### config.mk
export PLATFORM = sky130hd
export DESIGN_NAME = w25q_flash_target_flat
export DESIGN_NICKNAME = d
export VERILOG_FILES = /design/src/rtl/w25q_flash_target_if.sv /design/src/rtl/w25q_flash_target.sv /design/src/flat_wrapper.sv
export SDC_FILE = /design/constraint.sdc
export NUM_CORES = 1
export LEC_CHECK = 0
export CAP_MARGIN = 5
export CORE_ASPECT_RATIO = 2
export CORE_MARGIN = 1.5
export CORE_UTILIZATION = 48
export CTS_BUF_LIST = sky130_fd_sc_hd__clkbuf_4 sky130_fd_sc_hd__clkbuf_8 sky130_fd_sc_hd__clkbuf_16
export CTS_CLUSTER_SIZE = 16
export DETAILED_ROUTE_END_ITERATION = 8
export PLACE_DENSITY_LB_ADDON = 0.08
export SLEW_MARGIN = 0
export SYNTH_ARGS = -nofsm -noshare
export SYNTH_HDL_FRONTEND = slang
export SYNTH_SLANG_ARGS = --single-unit
### constraint.sdc
create_clock -name clk_i -period 2.9 [get_ports clk_i]
set_input_delay 0.29 -clock clk_i [delete_from_list [all_inputs] [get_ports clk_i]]
set_output_delay 0.29 -clock clk_i [all_outputs]
set_load 0.01 [all_outputs]
### src/rtl/w25q_flash_target_if.sv
// Bus bundle for the W25Q flash target: the SPI pins seen by the flash and the
// word-read port toward the backing memory.
//   slave  : the flash target (drives miso/oe and memory requests)
//   master : the SPI host plus memory responder (drives sck/cs/mosi and read data)
interface w25q_flash_target_if #(
    parameter int unsigned XLEN = 32
);
    logic            spi_sck;
    logic            spi_cs;
    logic            spi_mosi;
    logic            spi_miso;
    logic            spi_miso_oe;
    logic            mem_req_o;
    logic [XLEN-1:0] mem_addr_o;
    logic            mem_rvalid_i;
    logic [XLEN-1:0] mem_rdata_i;

    modport slave (
        input  spi_sck, spi_cs, spi_mosi, mem_rvalid_i, mem_rdata_i,
        output spi_miso, spi_miso_oe, mem_req_o, mem_addr_o
    );

    modport master (
        output spi_sck, spi_cs, spi_mosi, mem_rvalid_i, mem_rdata_i,
        input  spi_miso, spi_miso_oe, mem_req_o, mem_addr_o
    );
endinterface

### src/rtl/w25q_flash_target.sv
// SPI flash responder emulating a W25Q part for JEDEC-ID (0x9F) and fast read (0x0B).
// SPI inputs are oversampled in clk_i; read data is fetched a word at a time from memory.
// Ports:
//   clk_i          system clock
//   arstn_i        asynchronous reset, active low
//   bus            SPI pins + word-read memory port (slave side)
//   busy_o         high while synchronized cs is low
//   err_underrun_o sticky: a data byte was due before its word arrived
module w25q_flash_target #(
    parameter int unsigned SYNC_STAGES = 2,
    parameter logic [23:0] JEDEC_ID    = 24'hEF4018,
    parameter int unsigned XLEN        = 32
) (
    input  logic               clk_i,
    input  logic               arstn_i,
    w25q_flash_target_if.slave bus,
    output logic               busy_o,
    output logic               err_underrun_o
);
    localparam logic [2:0] ST_IDLE   = 3'd0;
    localparam logic [2:0] ST_CMD    = 3'd1;
    localparam logic [2:0] ST_JEDEC  = 3'd2;
    localparam logic [2:0] ST_ADDR   = 3'd3;
    localparam logic [2:0] ST_DUMMY  = 3'd4;
    localparam logic [2:0] ST_DATA   = 3'd5;
    localparam logic [2:0] ST_IGNORE = 3'd6;

    logic [SYNC_STAGES-1:0] sck_sync, cs_sync, mosi_sync;
    logic sck_prev, cs_prev;
    logic sck_s, cs_s, mosi_s;
    logic sck_rise, sck_fall, cs_rise, cs_fall;

    logic [2:0]  state_q;
    logic [4:0]  bit_cnt_q;
    logic [6:0]  cmd_sr_q;
    logic [23:0] addr_q;
    logic [23:0] out_sr_q;     // response bits, MSB goes out next; refills with ones
    logic        miso_q, oe_q, req_q;
    logic [23:0] req_addr_q;
    logic        pending_q;    // one memory request in flight
    logic        discard_q;    // the in-flight response is stale and must be dropped
    logic        owed_q;       // a word was needed while memory was busy
    logic [21:0] owed_word_q;
    logic [31:0] buf_q;
    logic        buf_valid_q;
    logic [21:0] buf_tag_q;    // word address the buffer holds (or is waiting for)
    logic        err_q;

    logic [23:0] new_addr;
    logic        addr_done, byte_start, need_req, mem_busy, byte_ok;
    logic [21:0] need_word;
    logic [7:0]  lane;

    assign sck_s    = sck_sync[SYNC_STAGES-1];
    assign cs_s     = cs_sync[SYNC_STAGES-1];
    assign mosi_s   = mosi_sync[SYNC_STAGES-1];
    assign sck_rise = sck_s & ~sck_prev;
    assign sck_fall = ~sck_s & sck_prev;
    assign cs_rise  = cs_s & ~cs_prev;
    assign cs_fall  = ~cs_s & cs_prev;

    assign bus.spi_miso    = miso_q;
    assign bus.spi_miso_oe = oe_q;
    assign bus.mem_req_o   = req_q;
    assign bus.mem_addr_o  = {{(XLEN-24){1'b0}}, req_addr_q};
    assign busy_o          = ~cs_s;
    assign err_underrun_o  = err_q;

    always_comb begin
        new_addr   = {addr_q[22:0], mosi_s};
        addr_done  = ~cs_s && (state_q == ST_ADDR) && sck_rise && (bit_cnt_q == 5'd23);
        byte_start = ~cs_s && (state_q == ST_DATA) && sck_fall && (bit_cnt_q[2:0] == 3'd0);
        need_req   = addr_done || (byte_start && (addr_q[1:0] == 2'd3));
        need_word  = addr_done ? new_addr[23:2] : addr_q[23:2] + 22'd1;
        // A response arriving this cycle frees the port for a new request.
        mem_busy   = pending_q && ~bus.mem_rvalid_i;
        byte_ok    = buf_valid_q && (buf_tag_q == addr_q[23:2]);
        lane       = buf_q[{addr_q[1:0], 3'b000} +: 8];
    end

    always_ff @(posedge clk_i or negedge arstn_i) begin
        if (!arstn_i) begin
            sck_sync  <= '0;
            cs_sync   <= '1;
            mosi_sync <= '0;
            sck_prev  <= 1'b0;
            cs_prev   <= 1'b1;
        end else begin
            sck_sync  <= {sck_sync[SYNC_STAGES-2:0], bus.spi_sck};
            cs_sync   <= {cs_sync[SYNC_STAGES-2:0], bus.spi_cs};
            mosi_sync <= {mosi_sync[SYNC_STAGES-2:0], bus.spi_mosi};
            sck_prev  <= sck_s;
            cs_prev   <= cs_s;
        end
    end

    always_ff @(posedge clk_i or negedge arstn_i) begin
        if (!arstn_i) begin
            state_q     <= ST_IDLE;
            bit_cnt_q   <= '0;
            cmd_sr_q    <= '0;
            addr_q      <= '0;
            out_sr_q    <= '1;
            miso_q      <= 1'b1;
            oe_q        <= 1'b0;
            req_q       <= 1'b0;
            req_addr_q  <= '0;
            pending_q   <= 1'b0;
            discard_q   <= 1'b0;
            owed_q      <= 1'b0;
            owed_word_q <= '0;
            buf_q       <= '0;
            buf_valid_q <= 1'b0;
            buf_tag_q   <= '0;
            err_q       <= 1'b0;
        end else begin
            req_q <= 1'b0;

            if (bus.mem_rvalid_i) begin
                pending_q <= 1'b0;
                discard_q <= 1'b0;
                if (!discard_q) begin
                    buf_q       <= bus.mem_rdata_i[31:0];
                    buf_valid_q <= 1'b1;
                end
            end

            if (need_req) begin
                buf_valid_q <= 1'b0;
                buf_tag_q   <= need_word;
                if (mem_busy) begin
                    // Older word still in flight: drop it and issue ours once it lands.
                    owed_q      <= 1'b1;
                    owed_word_q <= need_word;
                    discard_q   <= 1'b1;
                end else begin
                    req_q      <= 1'b1;
                    req_addr_q <= {need_word, 2'b00};
                    pending_q  <= 1'b1;
                end
            end else if (owed_q && !mem_busy && !cs_s) begin
                req_q      <= 1'b1;
                req_addr_q <= {owed_word_q, 2'b00};
                pending_q  <= 1'b1;
                owed_q     <= 1'b0;
            end

            if (cs_rise) begin
                state_q     <= ST_IDLE;
                bit_cnt_q   <= '0;
                addr_q      <= '0;
                miso_q      <= 1'b1;
                oe_q        <= 1'b0;
                buf_valid_q <= 1'b0;
                owed_q      <= 1'b0;
                if (mem_busy) discard_q <= 1'b1;
            end else if (!cs_s) begin
                case (state_q)
                    ST_IDLE: begin
                        if (cs_fall) begin
                            state_q   <= ST_CMD;
                            bit_cnt_q <= '0;
                            err_q     <= 1'b0;
                        end
                    end
                    ST_CMD: begin
                        if (sck_rise) begin
                            cmd_sr_q  <= {cmd_sr_q[5:0], mosi_s};
                            bit_cnt_q <= bit_cnt_q + 5'd1;
                            if (bit_cnt_q == 5'd7) begin
                                bit_cnt_q <= '0;
                                case ({cmd_sr_q, mosi_s})
                                    8'h9F: begin
                                        state_q  <= ST_JEDEC;
                                        oe_q     <= 1'b1;
                                        out_sr_q <= JEDEC_ID;
                                    end
                                    8'h0B:   state_q <= ST_ADDR;
                                    default: state_q <= ST_IGNORE;
                                endcase
                            end
                        end
                    end
                    ST_JEDEC: begin
                        if (sck_fall) begin
                            miso_q   <= out_sr_q[23];
                            out_sr_q <= {out_sr_q[22:0], 1'b1};
                        end
                    end
                    ST_ADDR: begin
                        if (sck_rise) begin
                            addr_q    <= new_addr;
                            bit_cnt_q <= bit_cnt_q + 5'd1;
                            if (addr_done) begin
                                bit_cnt_q <= '0;
                                state_q   <= ST_DUMMY;
                                oe_q      <= 1'b1;
                                miso_q    <= 1'b1;
                            end
                        end
                    end
                    ST_DUMMY: begin
                        if (sck_rise) begin
                            bit_cnt_q <= bit_cnt_q + 5'd1;
                            if (bit_cnt_q == 5'd7) begin
                                bit_cnt_q <= '0;
                                state_q   <= ST_DATA;
                            end
                        end
                    end
                    ST_DATA: begin
                        if (sck_fall) begin
                            bit_cnt_q <= {2'b00, bit_cnt_q[2:0] + 3'd1};
                            if (byte_start) begin
                                addr_q <= addr_q + 24'd1;
                                if (byte_ok) begin
                                    miso_q   <= lane[7];
                                    out_sr_q <= {lane[6:0], 17'h1FFFF};
                                end else begin
                                    miso_q   <= 1'b1;
                                    out_sr_q <= '1;
                                    err_q    <= 1'b1;
                                end
                            end else begin
                                miso_q   <= out_sr_q[23];
                                out_sr_q <= {out_sr_q[22:0], 1'b1};
                            end
                        end
                    end
                    default: ;
                endcase
            end
        end
    end
endmodule

### src/flat_wrapper.sv
// flat-port wrapper written by rule: the top's interface ports become plain ports
module w25q_flash_target_flat 
#(
    parameter int unsigned SYNC_STAGES = 2,
    parameter logic [23:0] JEDEC_ID    = 24'hEF4018,
    parameter int unsigned XLEN        = 32
)
  (clk_i, arstn_i, busy_o, err_underrun_o, bus_spi_sck, bus_spi_cs, bus_spi_mosi, bus_mem_rvalid_i, bus_mem_rdata_i, bus_spi_miso, bus_spi_miso_oe, bus_mem_req_o, bus_mem_addr_o);
  w25q_flash_target_if #(.XLEN(XLEN)) bus_i ();
  input  logic clk_i;
  input  logic arstn_i;
  output logic busy_o;
  output logic err_underrun_o;
  input wire logic [$bits(bus_i.spi_sck)-1:0] bus_spi_sck;
  input wire logic [$bits(bus_i.spi_cs)-1:0] bus_spi_cs;
  input wire logic [$bits(bus_i.spi_mosi)-1:0] bus_spi_mosi;
  input wire logic [$bits(bus_i.mem_rvalid_i)-1:0] bus_mem_rvalid_i;
  input wire logic [$bits(bus_i.mem_rdata_i)-1:0] bus_mem_rdata_i;
  output wire logic [$bits(bus_i.spi_miso)-1:0] bus_spi_miso;
  output wire logic [$bits(bus_i.spi_miso_oe)-1:0] bus_spi_miso_oe;
  output wire logic [$bits(bus_i.mem_req_o)-1:0] bus_mem_req_o;
  output wire logic [$bits(bus_i.mem_addr_o)-1:0] bus_mem_addr_o;
  assign bus_i.spi_sck = bus_spi_sck;
  assign bus_i.spi_cs = bus_spi_cs;
  assign bus_i.spi_mosi = bus_spi_mosi;
  assign bus_i.mem_rvalid_i = bus_mem_rvalid_i;
  assign bus_i.mem_rdata_i = bus_mem_rdata_i;
  assign bus_spi_miso = bus_i.spi_miso;
  assign bus_spi_miso_oe = bus_i.spi_miso_oe;
  assign bus_mem_req_o = bus_i.mem_req_o;
  assign bus_mem_addr_o = bus_i.mem_addr_o;
  w25q_flash_target #(.SYNC_STAGES(SYNC_STAGES), .JEDEC_ID(JEDEC_ID), .XLEN(XLEN)) u_core (.clk_i(clk_i), .arstn_i(arstn_i), .bus(bus_i), .busy_o(busy_o), .err_underrun_o(err_underrun_o));
endmodule
==> impl_metrics.py <==
metrics = {
    "detailed_routing": {
        "dr.pass1.iters": 5,
        "drt_iter0_drc": 390,
        "avgViaCountPerCell": 5.87,
        "drtAntennaViolNets": 0,
        "drc": 0,
        "vias": 7310,
        "avgRoutedWirePerCell_um": 19.5,
        "postRouteWirelength_mm": 24.2,
    },
    "sta": {
        "drv_slew": 0,
        "rsz0062_at_grt": "false",
        "hold_slack_ns": 0.253,
        "finalCriticalPeriod_ns": 2.57,
        "fin_ws_ns": 0.330,
        "finClkSkew_ns": 0.0106,
        "finalHoldViolations": 0,
        "max_clock_freq_mhz": 389,
        "setup_tns_ns": 0,
        "setup_viol": 0,
        "max_slew.worst_pin.slew_ns": 1.18,
        "fin_crit_sh_pct": 88.6,
        "slew_headroom_pct": 21.0,
    },
    "grt": {
        "grt_use_total_pct": 26.2,
        "antenna_found_initial": 0,
        "use_met2_pct": 47.8,
        "overflow": 0,
        "grt_busiest_layer": "met2",
        "grt_pass1_vias": 7507,
        "grt_pass1_wl_mm": 40.2,
        "grt_use_met3_pct": 3.66,
        "grtUsageMet1_pct": 27.8,
        "grt_max_degree": 68,
    },
    "layout": {
        "drive_above_1_share_pct": 18.1,
        "seq_area_um2": 4460,
        "final_cell_mix": "dfrtp_1 (149), nand2_1 (114), o21ai_0 (82), clkdlybuf4s50_1 (63), a21oi_1 (61)",
        "fin_nets": 1020,
        "final_common_cell": "dfrtp_1",
        "diodes": 0,
        "multi_input_area_um2": 4350,
        "area_growth_pct": 15.8,
        "fill_cells": 1697,
    },
    "worst_setup_path": {
        "critPathMaxStageDelay_ns": 0.53,
        "worst_ep_arrival_time_ns": 2.90,
        "slowest_stage": "nor3_4",
        "cp-end-kind": "flop",
        "crit_chain": "ha_1 > nand4_1 > nor3_4 > mux2i_1 > nand2_1 > a31o_1 > a22o_1",
        "crit_path_max_fanout": 9,
        "crit_type": "reg -> reg",
        "worstSetupStartpointType": "flop",
        "worst-endpoint-required_ns": 3.23,
    },
    "status": {
        "status": "complete, no violations",
    },
    "logic_synthesis": {
        "synthTopCellsByArea": "dfrtp_1 (40%), dfstp_2 (7.9%), mux2_2 (5.3%)",
        "syn_inst": 936,
        "synth-edff-count": 0,
        "yosysWarnings": 0,
        "ys_seq_area_share_pct": 48.1,
        "async_flop_share_pct": 100,
        "synth_seq_cells": 177,
        "postSynthAreaPerCell_um2": 9.92,
        "ys_types": 87,
        "synth.top_cell.area_share_pct": 40.1,
        "synthFlopType": "dfrtp_1",
        "synth.largest_area_cell": "dfrtp_1",
        "syn-cell-area_um2": 9290,
    },
    "clock_tree": {
        "ctsHoldBuffers": 1,
        "cts.sink_count": 177,
        "ctsHtreeMaxLevel": 4,
        "clockRootBuffer": "clkbuf_16",
        "tritoncts": "yes",
        "cts.path.max_buffers": 2,
        "cts_resized": 0,
        "cts_setup_buffers": 0,
        "numCtsBuffers": 17,
        "clk_pin_slew_ns": 0.07,
        "clock_latency_ns": 0.44,
    },
    "placed_design": {
        "dp_hpwl_mm": 17.7,
        "place_congestion": 0.888,
        "port_buffers": 64,
        "place_ws_ns": 0.324,
    },
    "power_and_ir_drop": {
        "power.density_nw_per_um2": 617,
        "clockPowerShare_pct": 36.7,
        "p_sw_share_pct": 29.1,
        "seqPwrFrac_pct": 46.0,
        "p_switching_mw": 1.93,
        "p_leak_nw": 4.61,
        "combPwrFrac_pct": 17.3,
        "peakVddDrop_mv": 0.418,
        "p_int_mw": 4.71,
    },
    "floorplan": {
        "design.core.area_um2": 18900,
        "die-area_um2": 20200,
        "start_util_pct": 49.1,
        "die-height_um": 200,
        "ios": 75,
        "die_w_um": 101,
        "num_rows": 71,
    },
    "job": {
        "maxCapViolations": 0,
    },
    "hold_path": {
        "min_path_type": "in -> reg",
    },
}
==> cells by family (layout without fill, tap and decap cells) <==
group / count (synthesis) / after routing / synth area share (%)
buf+inv: 97 / 143 / 5.59
mux: 60 / 60 / 8.27
xor+xnor: 32 / 32 / 3.02
other cells: 1 / 10 / 0.0404
simple gates: 299 / 299 / 16.3
compound gates: 265 / 265 / 18.1
flops: 177 / 177 / 48.1
fa+ha+maj: 5 / 5 / 0.647
==> power groups by stage <==
stage	logic [mW]	clock network (mW)	registers, mW
after CTS	1.16	2.49	3.06
after floorplan	0.866	0	3.02
after global placement	1.14	0	3.09
after global routing	1.28	2.59	3.10
after detailed placement	1.15	0	3.10
final	1.15	2.43	3.05
==> worst paths after layout <==
check                                              from                           endpoint  slack (ns)  cells after the start
setup / recovery           u_core.addr_q[3]$_DFFE_PN0P_  u_core.req_addr_q[14]$_DFFE_PN0P_        0.33                      7
max in group asynchronous                       arstn_i     u_core.out_sr_q[6]$_DFFE_PN1P_        1.67                      3
setup reg to reg           u_core.addr_q[3]$_DFFE_PN0P_  u_core.req_addr_q[14]$_DFFE_PN0P_        0.33                      7
hold reg to reg            u_core.sck_sync[0]$_DFF_PN0_       u_core.sck_sync[1]$_DFF_PN0_        0.35                      0
hold / removal                               bus_spi_cs        u_core.cs_sync[0]$_DFF_PN1_        0.25                      1
min in group asynchronous                       arstn_i   u_core.req_addr_q[3]$_DFFE_PN0P_        0.42                      2
==> per-layer routing <==
layer	part of all wire, %	routed length [µm]	vias up
li1	-	-	3412
met1	36	8610	3585
met2	55	13400	233
met3	3.2	777	80
met4	6.0	1450	0
met5	0	0	-
==> Yosys cell counts (3+ instances only) <==
| master | instances |
|---|---|
| a211o_1 | 3 |
| a22o_1 | 5 |
| o21ai_0 | 83 |
| a21oi_1 | 62 |
| buf_6 | 7 |
| o31ai_1 | 9 |
| xor2_1 | 10 |
| or2_2 | 4 |
| a31oi_1 | 15 |
| a21o_1 | 13 |
| nor3_1 | 14 |
| clkbuf_1 | 30 |
| nand2_1 | 114 |
| a221o_1 | 12 |
| o211ai_1 | 5 |
| nor2b_1 | 18 |
| xnor2_1 | 22 |
| mux2_2 | 44 |
| o31a_1 | 3 |
| dfrtp_1 | 149 |
| nand4_1 | 10 |
| or3_1 | 4 |
| nand2b_1 | 7 |
| buf_1 | 3 |
| buf_4 | 17 |
| nor2_1 | 59 |
| o21a_1 | 4 |
| nor4_1 | 8 |
| mux2i_1 | 7 |
| nand3_1 | 24 |
| ha_1 | 4 |
| mux4_2 | 8 |
| and3_1 | 8 |
| buf_2 | 30 |
| a22oi_1 | 9 |
| dfstp_2 | 28 |
| nand3b_1 | 3 |
| and2_1 | 3 |
| o22ai_1 | 3 |
| inv_1 | 8 |
| o21ai_1 | 12 |
| a32o_1 | 3 |
==> worst max-delay path, delay by kind of cell, from the launching register on <==
family	cells	cell delay, ns
simple gates	3	0.92
fa+ha+maj	1	0.35
mux	1	0.30
compound gates	2	0.40
flops	1	0.50
==> per-stage QoR <==
step           instances  total power, mW  cell area [µm²]  utilization (%)
6_report            1246             6.64            10800             56.9
5_1_grt             1246             6.96            10800             56.9
4_1_cts             1246             6.71            10800             56.9
3_5_place_dp        1213             4.25            10100             53.5
3_3_place_gp        1213             4.23            10100             53.5
2_1_floorplan        945             3.88             9320                -
==> layout make-up <==
| type | instances | area share [%] |
|---|---|---|
| clock buffers | 17 | 3.95 |
| clock inverters | 15 | 1.77 |
| inverters | 9 | 0.314 |
| multi-input cells | 671 | 40.4 |
| flip-flops and latches | 177 | 41.5 |
| well taps | 255 | 2.97 |
| repair buffers | 102 | 9.11 |
==> flip-flops by register name (all words and copies together) (netlist names), 3 cells and up <==
signal / count
u_core.cmd_sr_q: 7
u_core.buf_tag_q: 22
u_core.out_sr_q: 24
u_core.addr_q: 24
u_core.owed_word_q: 22
u_core.state_q: 3
u_core.req_addr_q: 22
u_core.bit_cnt_q: 5
u_core.buf_q: 32
Power figures use the tool's default switching activity.
